===== config.mk =====
export PLATFORM = sky130hd
export DESIGN_NAME = cpu_controller
export DESIGN_NICKNAME = d
export VERILOG_FILES = /design/src/rtl/cpu_pkg.sv /design/src/rtl/cpu_controller.sv
export SDC_FILE = /design/constraint.sdc
export NUM_CORES = 1
export LEC_CHECK = 0
export CORE_AREA = 2 2 39 41
export DETAILED_ROUTE_END_ITERATION = 12
export DIE_AREA = 0 0 41 43
export HOLD_SLACK_MARGIN = 0.08
export SLEW_MARGIN = 15
export SYNTH_ARGS = -nofsm -noshare
export SYNTH_HDL_FRONTEND = slang
export SYNTH_SLANG_ARGS = --single-unit

===== constraint.sdc =====
create_clock -name clk -period 1.11 [get_ports clk]
set_input_delay 0.222 -clock clk [delete_from_list [all_inputs] [get_ports clk]]
set_output_delay 0.222 -clock clk [all_outputs]
set_load 0.02 [all_outputs]

===== src/rtl/cpu_pkg.sv =====
// Shared definitions for the 8-bit RISC CPU: opcodes, controller state encoding
// and the datapath widths used by the counter and ALU.
package cpu_pkg;

   localparam int ADDR_W = 5;
   localparam int DATA_W = 8;

   localparam logic [2:0] OP_HLT = 3'd0;
   localparam logic [2:0] OP_SKZ = 3'd1;
   localparam logic [2:0] OP_ADD = 3'd2;
   localparam logic [2:0] OP_AND = 3'd3;
   localparam logic [2:0] OP_XOR = 3'd4;
   localparam logic [2:0] OP_LDA = 3'd5;
   localparam logic [2:0] OP_STO = 3'd6;
   localparam logic [2:0] OP_JMP = 3'd7;

   typedef enum logic [2:0] {
      S_IDLE   = 3'd0,
      S_FETCH  = 3'd1,
      S_INC    = 3'd2,
      S_DECODE = 3'd3,
      S_OPRD   = 3'd4,
      S_EXEC   = 3'd5,
      S_HALT   = 3'd6
   } state_t;

endpackage


===== src/rtl/cpu_controller.sv =====
// Instruction sequencer: walks FETCH/INC/DECODE/OPRD/EXEC once per instruction
// and decodes the memory, PC, IR and accumulator strobes from state and opcode.
module cpu_controller
   import cpu_pkg::*;
#(
   parameter int OPW = 3
) (
   input  logic           clk,
   input  logic           rst_n,
   input  logic [OPW-1:0] opcode,
   input  logic           zero,
   output logic           load_ir,
   output logic           inc_pc,
   output logic           load_pc,
   output logic           load_acc,
   output logic           rd,
   output logic           wr,
   output logic           datactl_ena,
   output logic           halt
);

   state_t state;
   state_t next_state;
   logic   alu_op;

   assign alu_op = (opcode == OP_ADD) || (opcode == OP_AND) ||
                   (opcode == OP_XOR) || (opcode == OP_LDA);

   always_ff @(posedge clk or negedge rst_n) begin
      if (!rst_n) begin
         state <= S_IDLE;
      end else begin
         state <= next_state;
      end
   end

   // The unused encoding falls into the default arm and recovers to IDLE.
   always_comb begin
      next_state  = S_IDLE;
      load_ir     = 1'b0;
      inc_pc      = 1'b0;
      load_pc     = 1'b0;
      load_acc    = 1'b0;
      rd          = 1'b0;
      wr          = 1'b0;
      datactl_ena = 1'b0;
      halt        = 1'b0;
      case (state)
         S_IDLE: begin
            next_state = S_FETCH;
         end
         S_FETCH: begin
            next_state = S_INC;
            rd         = 1'b1;
            load_ir    = 1'b1;
         end
         S_INC: begin
            next_state = S_DECODE;
            inc_pc     = 1'b1;
         end
         S_DECODE: begin
            next_state = (opcode == OP_HLT) ? S_HALT : S_OPRD;
         end
         S_OPRD: begin
            next_state = S_EXEC;
            if (alu_op) begin
               rd = 1'b1;
            end else if (opcode == OP_STO) begin
               datactl_ena = 1'b1;
            end
         end
         S_EXEC: begin
            next_state = S_FETCH;
            if (alu_op) begin
               rd       = 1'b1;
               load_acc = 1'b1;
            end else if (opcode == OP_STO) begin
               datactl_ena = 1'b1;
               wr          = 1'b1;
            end else if (opcode == OP_JMP) begin
               load_pc = 1'b1;
            end else if (opcode == OP_SKZ) begin
               inc_pc = zero;
            end
         end
         S_HALT: begin
            next_state = S_HALT;
            halt       = 1'b1;
         end
         default: begin
            next_state = S_IDLE;
         end
      endcase
   end

endmodule


==> flow_summary.html, run 1 <==
<table>
<tr><th>Metric</th><th>Value</th></tr>
<tr><th colspan="2">Cells and area</th></tr>
<tr><td>Final cell area excluding filler cells</td><td>638 um2</td></tr>
<tr><td>NumNets Final</td><td>66</td></tr>
<tr><td>Register with the most flip-flops</td><td>state</td></tr>
<tr><td>Area occupied by multi-input gates</td><td>~230 um2</td></tr>
<tr><td>Diode insertion count for antenna repair</td><td>0</td></tr>
<tr><td>Filler cell count</td><td>139</td></tr>
<tr><td>Max reg flops</td><td>3</td></tr>
<tr><td>Share of final-layout standard cells stronger than drive strength 1</td><td>0.780</td></tr>
<tr><td>Registers with the highest flip-flop counts</td><td>state (3)</td></tr>
<tr><td>Area growth syn-to-layout</td><td>162%</td></tr>
<tr><td>Register area</td><td>77.6 um2</td></tr>
<tr><th colspan="2">Worst setup path</th></tr>
<tr><td>Stage delay of the slowest cell on the critical path</td><td>0.43 ns</td></tr>
<tr><td>Cell type group with the largest total delay on the critical path</td><td>flip-flops</td></tr>
<tr><td>Timing startpoint of the critical path</td><td>state[1]$_DFF_PN0_</td></tr>
<tr><td>Count of buffer and inverter cells on the critical path</td><td>1</td></tr>
<tr><td>Crit. End Element</td><td>output port</td></tr>
<tr><td>Required time of the critical path</td><td>0.89 ns</td></tr>
<tr><td>Worst-path cell with the longest stage delay</td><td>sky130_fd_sc_hd__dfrtp_2</td></tr>
<tr><td>Crit start category</td><td>register</td></tr>
<tr><td>Maximum fanout encountered on the critical timing path</td><td>5</td></tr>
<tr><td>Critical R2R Launch</td><td>state[2]$_DFF_PN0_</td></tr>
<tr><td>CP Cell Sequence</td><td>nand2b_4 &gt; nor4_4 &gt; buf_4</td></tr>
<tr><td>Type of the worst setup path</td><td>reg -&gt; out</td></tr>
<tr><td>WP data arrival</td><td>1.25 ns</td></tr>
<tr><th colspan="2">Place</th></tr>
<tr><td>Placed Area</td><td>510 um2</td></tr>
<tr><td>Routability congestion estimate</td><td>0.654</td></tr>
<tr><td>Count of input and output buffers</td><td>13</td></tr>
<tr><td>Placed wire-length estimate after detailed placement</td><td>between 500 and 600 um</td></tr>
<tr><th colspan="2">Timing</th></tr>
<tr><td>Number of hold violations in the final report</td><td>0</td></tr>
<tr><td>Final hold slack</td><td>between 0.15 and 0.2 ns</td></tr>
<tr><td>Slew Limit Headroom</td><td>0.830</td></tr>
<tr><td>Maximum operating frequency</td><td>~680 MHz</td></tr>
<tr><td>Unrepaired setup endpoints after global routing</td><td>yes</td></tr>
<tr><td>Time the worst path needs with I/O delays and setup</td><td>1.47 ns</td></tr>
<tr><td>Clock tree skew after final layout</td><td>roughly 0.0023 ns</td></tr>
<tr><td>Number of pins with negative max-slew slack in the final report</td><td>0</td></tr>
<tr><td># setup viols final</td><td>8</td></tr>
<tr><td>Period utilization</td><td>1.33</td></tr>
<tr><td>Setup slack after layout</td><td>-0.362 ns</td></tr>
<tr><td>Actual slew at the worst max-slew pin</td><td>0.253 ns</td></tr>
<tr><th colspan="2">Synth</th></tr>
<tr><td>Cell area after synthesis</td><td>244 um2</td></tr>
<tr><td>YS warnings</td><td>0</td></tr>
<tr><td>Syn nets</td><td>33</td></tr>
<tr><td>Fraction of the yosys area taken by sequential cells</td><td>0.308</td></tr>
<tr><td>Number of enable-type register cells in the synthesized netlist</td><td>0</td></tr>
<tr><td>Synth top cells by count</td><td>sky130_fd_sc_hd__dfrtp_1, sky130_fd_sc_hd__nor2_1, sky130_fd_sc_hd__nor3_1</td></tr>
<tr><td>Share of Yosys cell area claimed by the top area cell type</td><td>0.308</td></tr>
<tr><td>Instance count of the mapped netlist</td><td>27</td></tr>
<tr><td>Mean area per synthesized cell</td><td>9.04 um2</td></tr>
<tr><td>Top FF cell, synth</td><td>sky130_fd_sc_hd__dfrtp_1</td></tr>
<tr><td>Cell type with the highest aggregate area in the netlist</td><td>sky130_fd_sc_hd__dfrtp_1</td></tr>
<tr><td>Distinct cells, synth</td><td>22</td></tr>
<tr><td>Most area-consuming cells after synthesis</td><td>sky130_fd_sc_hd__dfrtp_1, sky130_fd_sc_hd__nor4_2, sky130_fd_sc_hd__o22ai_2, sky130_fd_sc_hd__o31ai_2, sky130_fd_sc_hd__nor2_1</td></tr>
<tr><td>Register bit count reported by yosys</td><td>3</td></tr>
<tr><td>Fraction of synthesis flops using an asynchronous set or reset pin</td><td>1.00</td></tr>
<tr><th colspan="2">Routing</th></tr>
<tr><td>Total vias in the final route</td><td>326</td></tr>
<tr><td>Ratio of routed vias to standard cells</td><td>4.35</td></tr>
<tr><td>Detailed-route DRC error count</td><td>0</td></tr>
<tr><td>Drt first-iter violations</td><td>0</td></tr>
<tr><td>Routed wirelength normalized by instance count</td><td>12.3 um</td></tr>
<tr><td>Routed WL</td><td>around 920 um</td></tr>
<tr><td>Number of detailed-routing iterations run before antenna repair</td><td>1</td></tr>
<tr><td>Number of routed nets with antenna violations</td><td>0</td></tr>
<tr><th colspan="2">Die</th></tr>
<tr><td>Num rows</td><td>14</td></tr>
<tr><td>Area enclosed by the die boundary</td><td>between 1500 and 2000 um2</td></tr>
<tr><td>Chip width</td><td>between 40 and 50 um</td></tr>
<tr><td>Placeable Area</td><td>1380 um2</td></tr>
<tr><td>Number of I/O pins</td><td>14</td></tr>
<tr><td>Initial cell density of the core</td><td>0.176</td></tr>
<tr><td>Overall die height</td><td>43 um</td></tr>
<tr><th colspan="2">Power</th></tr>
<tr><td>Cell leakage power</td><td>0.282 nW</td></tr>
<tr><td>Power per cell area</td><td>2540 nW/um2</td></tr>
<tr><td>Largest vdd supply drop</td><td>~1.1 mV</td></tr>
<tr><th colspan="2">Outcome</th></tr>
<tr><td>Result of the run</td><td>finished, violations left</td></tr>
<tr><td>Violations in the final reports</td><td>negative setup slack</td></tr>
<tr><th colspan="2">Clock tree</th></tr>
<tr><td>Maximum clock path buffer count</td><td>2</td></tr>
<tr><td>CTS Buf Count</td><td>3</td></tr>
<tr><td>Root buffer selected by CTS</td><td>sky130_fd_sc_hd__clkbuf_4</td></tr>
<tr><td>TritonCTS clock tree</td><td>done</td></tr>
<tr><td>Clock latency reported for the late side of the worst-skew pair</td><td>between 0.2 and 0.25 ns</td></tr>
<tr><td>Clock Sink Count</td><td>3</td></tr>
<tr><td>Clock-pin slew on the worst setup and hold paths</td><td>0.04 ns</td></tr>
<tr><td>H-tree depth</td><td>1</td></tr>
<tr><th colspan="2">Flow run</th></tr>
<tr><td>Max-cap violation count</td><td>0</td></tr>
<tr><th colspan="2">Global route</th></tr>
<tr><td>Overall overflow remaining after global route</td><td>0</td></tr>
<tr><td>GRT Util Overall</td><td>0.124</td></tr>
<tr><td>Largest net degree at the start of global routing</td><td>8</td></tr>
<tr><td>Vias in the first global route</td><td>333</td></tr>
<tr><td>Global-route wire length before repair</td><td>1.36 mm</td></tr>
<tr><td>Number of antenna violations at the first check in global routing</td><td>0</td></tr>
<tr><th colspan="2">Hold path</th></tr>
<tr><td>Type of the most critical hold path</td><td>in -&gt; async</td></tr>
</table>
-- worst reg2reg max path, cell delays in order, from the launching register on --
cell and delay, ns:
sky130_fd_sc_hd__dfrtp_2 0.43, sky130_fd_sc_hd__buf_12 0.15, sky130_fd_sc_hd__buf_4 0.14, sky130_fd_sc_hd__nand3b_1 0.14
sky130_fd_sc_hd__o21ai_0 0.07
-- routing by layer --
metal,wire [um],share of wire,vias up,GRT usage
met5,0,0,-,0
met4,17,0.018,0,0.100
met3,12,0.013,2,0.0314
met2,541,0.59,6,0.197
met1,349,0.38,157,0.127
li1,-,-,161,-
-- where the power goes --
part	switching (mW)	total [mW]	internal, mW
clock	0.0590	0.194	0.135
sequential	0.0847	0.255	0.170
combinational	0.504	1.17	0.666
total	0.648	1.62	0.972
-- stage by stage --
| step | worst slack (ns) | std cells | utilization | TNS, ns | total power [mW] |
|---|---|---|---|---|---|
| finish | -0.362 | 75 | 0.461 | -2.55 | 1.62 |
| global route | -0.419 | 75 | 0.461 | -3.01 | 1.73 |
| CTS | -0.384 | 72 | 0.415 | -2.38 | 1.44 |
| detailed placement | -0.936 | 65 | 0.369 | -6.66 | 1.11 |
| global placement | -0.941 | 65 | 0.369 | -6.59 | 1.11 |
| floorplan | -0.120 | 27 | - | -0.410 | 0.736 |
-- repair_timing --
item                                    in CTS  in global routing
endpoints found under the setup margin       9                  8
resized for setup                           58                  8
pin swaps                                    3                  4
hold buffers                                 0                  0
setup buffers                                3                  3
gates cloned                                 0                  0
hold endpoints to repair                     0                  0
-- cell type report --
| type | instances | area share |
|---|---|---|
| clock buffers | 4 | 0.0412 |
| inverters | 2 | 0.0196 |
| multi-input cells | 20 | 0.353 |
| flip-flops and latches | 3 | 0.122 |
| well taps | 16 | 0.0314 |
| repair buffers | 30 | 0.433 |
-- layout by cell type, fill, tap and decap left out, types with 2 or more instances in the layout --
cell type / Yosys / final
sky130_fd_sc_hd__buf_4: 1 / 14
sky130_fd_sc_hd__nand2b_4: 0 / 2
sky130_fd_sc_hd__nor2_4: 0 / 2
sky130_fd_sc_hd__dlygate4sd2_1: 0 / 4
sky130_fd_sc_hd__dfrtp_2: 0 / 2
sky130_fd_sc_hd__buf_6: 0 / 9
sky130_fd_sc_hd__clkbuf_4: 0 / 3
-- worst paths after layout --
| check | endpoint | slack (ns) | depth (start not counted) |
|---|---|---|---|
| max | wr | -0.36 | 3 |
| min | state[1]$_DFF_PN0_ | 0.17 | 1 |
| max reg2reg | state[2]$_DFF_PN0_ | 0.10 | 4 |
| min reg2reg | state[0]$_DFF_PN0_ | 0.68 | 2 |
| max in group asynchronous | state[2]$_DFF_PN0_ | 0.78 | 1 |
| min in group clk | state[1]$_DFF_PN0_ | 0.59 | 3 |
-- cells by family (layout without fill, tap and decap cells) --
family | Yosys count | after routing | synth area share
mux | 1 | 1 | 0.0410
compound gates | 5 | 5 | 0.190
xor+xnor | 1 | 1 | 0.0359
buf+inv | 4 | 36 | 0.0820
flops | 3 | 3 | 0.308
simple gates | 13 | 13 | 0.344
Note: power is estimated with default switching activity, not from simulation.
==> run 2: changes to the inputs <==
Settings changed: CORE_AREA 2 2 39 41 to 10 10 47 49, DIE_AREA 0 0 41 43 to 0 0 57 59, GPL_TIMING_DRIVEN set to 0.
==> flow_summary.html, run 2 (synthesized netlist as in run 1, its figures left out) <==
<table>
<tr><th>Metric</th><th>Value</th></tr>
<tr><th colspan="2">Die</th></tr>
<tr><td>Num rows</td><td>14 (unchanged)</td></tr>
<tr><td>Placeable Area</td><td>1400 um2 (was 1380 um2)</td></tr>
<tr><td>Area enclosed by the die boundary</td><td>3360 um2 (was 1760 um2)</td></tr>
<tr><td>Chip width</td><td>57 um (was 41 um)</td></tr>
<tr><td>Number of I/O pins</td><td>14 (unchanged)</td></tr>
<tr><td>Initial cell density of the core</td><td>0.174 (was 0.176)</td></tr>
<tr><td>Overall die height</td><td>59 um (was 43 um)</td></tr>
<tr><th colspan="2">Worst setup path</th></tr>
<tr><td>Reg-to-reg slack, setup</td><td>0.01 ns (was 0.10 ns)</td></tr>
<tr><td>Type of the worst setup path</td><td>reg -&gt; out (unchanged)</td></tr>
<tr><td>Crit. End Element</td><td>output port (unchanged)</td></tr>
<tr><td>Crit start category</td><td>register (unchanged)</td></tr>
<tr><td>Timing startpoint of the critical path</td><td>state[1]$_DFF_PN0_ (unchanged)</td></tr>
<tr><td>Last element of the critical path</td><td>load_ir (was wr)</td></tr>
<tr><td>Maximum fanout encountered on the critical timing path</td><td>6 (was 5)</td></tr>
<tr><td>Cell depth of the worst flop-to-flop path</td><td>6 (was 4)</td></tr>
<tr><td>WP data arrival</td><td>1.27 ns (was 1.25 ns)</td></tr>
<tr><td>Critical R2R Launch</td><td>state[1]$_DFF_PN0_ (was state[2]$_DFF_PN0_)</td></tr>
<tr><td>Critical R2R Capture</td><td>state[2]$_DFF_PN0_ (unchanged)</td></tr>
<tr><td>Required time of the critical path</td><td>0.89 ns (about the same)</td></tr>
<tr><th colspan="2">Power</th></tr>
<tr><td>Cell leakage power</td><td>0.227 nW (was 0.282 nW)</td></tr>
<tr><td>Largest vdd supply drop</td><td>0.975 mV (was 1.06 mV)</td></tr>
<tr><td>Power per cell area</td><td>2600 nW/um2 (was 2540 nW/um2)</td></tr>
<tr><td>Final Power</td><td>1.37 mW (was 1.62 mW)</td></tr>
<tr><th colspan="2">Cells and area</th></tr>
<tr><td>Most frequent cells in the layout</td><td>sky130_fd_sc_hd__buf_4, sky130_fd_sc_hd__buf_6, sky130_fd_sc_hd__dlygate4sd2_1 (unchanged)</td></tr>
<tr><td>NumNets Final</td><td>58 (was 66)</td></tr>
<tr><td>Area growth syn-to-layout</td><td>117% (was 162%)</td></tr>
<tr><td>Share of final-layout standard cells stronger than drive strength 1</td><td>0.667 (was 0.780)</td></tr>
<tr><td>Register with the most flip-flops</td><td>state (unchanged)</td></tr>
<tr><td>Most common cell after layout, fill and taps aside</td><td>sky130_fd_sc_hd__buf_4 (unchanged)</td></tr>
<tr><td>Diode insertion count for antenna repair</td><td>0 (unchanged)</td></tr>
<tr><td>Layout Cells excl Fill</td><td>67 (was 75)</td></tr>
<tr><td>Max reg flops</td><td>3 (unchanged)</td></tr>
<tr><td>Registers with the highest flip-flop counts</td><td>state (3) (unchanged)</td></tr>
<tr><th colspan="2">Timing</th></tr>
<tr><td>Slew Limit Headroom</td><td>0.807 (was 0.830)</td></tr>
<tr><td>Setup slack after layout</td><td>-0.378 ns (was -0.362 ns)</td></tr>
<tr><td>Maximum operating frequency</td><td>672 MHz (was 680 MHz)</td></tr>
<tr><td>Unrepaired setup endpoints after global routing</td><td>yes (unchanged)</td></tr>
<tr><td>Number of hold violations in the final report</td><td>0 (unchanged)</td></tr>
<tr><td>Period utilization</td><td>1.34 (was 1.33)</td></tr>
<tr><td># setup viols final</td><td>8 (unchanged)</td></tr>
<tr><td>Actual slew at the worst max-slew pin</td><td>0.288 ns (was 0.253 ns)</td></tr>
<tr><td>Clock tree skew after final layout</td><td>0.00119 ns (was 0.00231 ns)</td></tr>
<tr><td>Time the worst path needs with I/O delays and setup</td><td>1.49 ns (was 1.47 ns)</td></tr>
<tr><td>Number of pins with negative max-slew slack in the final report</td><td>0 (unchanged)</td></tr>
<tr><th colspan="2">Clock tree</th></tr>
<tr><td>Maximum clock path buffer count</td><td>2 (unchanged)</td></tr>
<tr><td>Clock latency reported for the late side of the worst-skew pair</td><td>0.23 ns (about the same)</td></tr>
<tr><td>Clock-pin slew on the worst setup and hold paths</td><td>0.04 ns (about the same)</td></tr>
<tr><td>Number of buffers added to fix hold violations after cts</td><td>0 (unchanged)</td></tr>
<tr><td>Root buffer selected by CTS</td><td>sky130_fd_sc_hd__clkbuf_4 (unchanged)</td></tr>
<tr><td>Clock Sink Count</td><td>3 (unchanged)</td></tr>
<tr><td>CTS Buf Count</td><td>3 (unchanged)</td></tr>
<tr><td>H-tree depth</td><td>1 (unchanged)</td></tr>
<tr><td>TritonCTS clock tree</td><td>done (unchanged)</td></tr>
<tr><th colspan="2">Global route</th></tr>
<tr><td>Largest net degree at the start of global routing</td><td>8 (unchanged)</td></tr>
<tr><td>Global-route wire length before repair</td><td>1.36 mm (unchanged)</td></tr>
<tr><td>GRT Util Overall</td><td>0.0505 (was 0.124)</td></tr>
<tr><td>Vias in the first global route</td><td>316 (was 333)</td></tr>
<tr><td>Number of antenna violations at the first check in global routing</td><td>0 (unchanged)</td></tr>
<tr><td>Overall overflow remaining after global route</td><td>0 (unchanged)</td></tr>
<tr><th colspan="2">Place</th></tr>
<tr><td>Routability congestion estimate</td><td>0.669 (was 0.654)</td></tr>
<tr><td>Placed insts</td><td>56 (was 65)</td></tr>
<tr><td>Placed wire-length estimate after detailed placement</td><td>604 um (was 586 um)</td></tr>
<tr><td>Count of input and output buffers</td><td>13 (unchanged)</td></tr>
<tr><td>Worst-case setup slack after placement</td><td>-1.00 ns (was -0.936 ns)</td></tr>
<tr><th colspan="2">Outcome</th></tr>
<tr><td>Result of the run</td><td>finished, violations left (unchanged)</td></tr>
<tr><td>Violations in the final reports</td><td>negative setup slack (unchanged)</td></tr>
<tr><th colspan="2">Routing</th></tr>
<tr><td>Ratio of routed vias to standard cells</td><td>4.22 (was 4.35)</td></tr>
<tr><td>Total vias in the final route</td><td>283 (was 326)</td></tr>
<tr><td>Routed WL</td><td>842 um (was 919 um)</td></tr>
<tr><td>Routed wirelength normalized by instance count</td><td>12.6 um (was 12.3 um)</td></tr>
<tr><td>Detailed-route DRC error count</td><td>0 (unchanged)</td></tr>
<tr><td>Number of routed nets with antenna violations</td><td>0 (unchanged)</td></tr>
<tr><td>Number of detailed-routing iterations run before antenna repair</td><td>3 (was 1)</td></tr>
<tr><td>Drt first-iter violations</td><td>6 (was 0)</td></tr>
<tr><th colspan="2">Hold path</th></tr>
<tr><td>Type of the most critical hold path</td><td>in -&gt; async (unchanged)</td></tr>
<tr><th colspan="2">Flow run</th></tr>
<tr><td>Max-cap violation count</td><td>0 (unchanged)</td></tr>
</table>
==> run 2: layout make-up <==
type | instances | area, um2
fillers | 158 | 872
multi-input cells | 20 | 203
repair buffers | 20 | 174
flip-flops and latches | 3 | 76.3
clock buffers | 4 | 26.3
plain buffers | 2 | 22.5
well taps | 16 | 20.0
inverters | 2 | 7.51
==> run 2: layer usage <==
layer  share of wire  global-route usage
met5               0                   0
met4               0              0.0403
met3           0.017             0.00858
met2            0.55              0.0806
met1            0.43              0.0581
==> run 2: timing repair <==
| action | CTS | global route |
|---|---|---|
| endpoints found under the hold margin | 0 | 0 |
| setup endpoints to repair | 8 | 8 |
| gates resized for setup | 56 | 2 |
| gates cloned | 1 | 0 |
| setup buffers | 6 | 1 |
| pin swaps | 3 | 1 |
==> run 2: worst min-delay path by stage <==
stage | cells after the start | end | start
after detailed placement | 1 | state[2]$_DFF_PN0_ | rst_n
after CTS | 1 | state[2]$_DFF_PN0_ | rst_n
after global placement | 1 | state[2]$_DFF_PN0_ | rst_n
final | 1 | state[2]$_DFF_PN0_ | rst_n
after floorplan | 0 | state[0]$_DFF_PN0_ | rst_n
after global routing | 1 | state[1]$_DFF_PN0_ | rst_n
==> run 2: stage by stage <==
step	utilization	hold WS (ns)	cell area, um2	TNS (ns)
finish	0.378	0.175	529	-2.50
detailed placement	0.319	0.420	447	-6.68
CTS	0.378	0.172	529	-2.46
floorplan	-	-0.0736	297	-0.410
global placement	0.319	0.415	447	-6.63
global route	0.378	0.181	529	-3.14
==> run 2: report_power, final <==
part           switching [mW]  total [mW]  internal [mW]
registers              0.0485       0.216          0.168
clock network          0.0528       0.187          0.134
logic                   0.467       0.970          0.504
total                   0.568        1.37          0.806
==> run 2: worst max-delay path: stages (launching register included) <==
cell and delay [ns]:
sky130_fd_sc_hd__dfrtp_1 0.36, sky130_fd_sc_hd__buf_6 0.13, sky130_fd_sc_hd__buf_4 0.13, sky130_fd_sc_hd__buf_6 0.10, sky130_fd_sc_hd__nor3_2 0.15, sky130_fd_sc_hd__buf_4 0.16
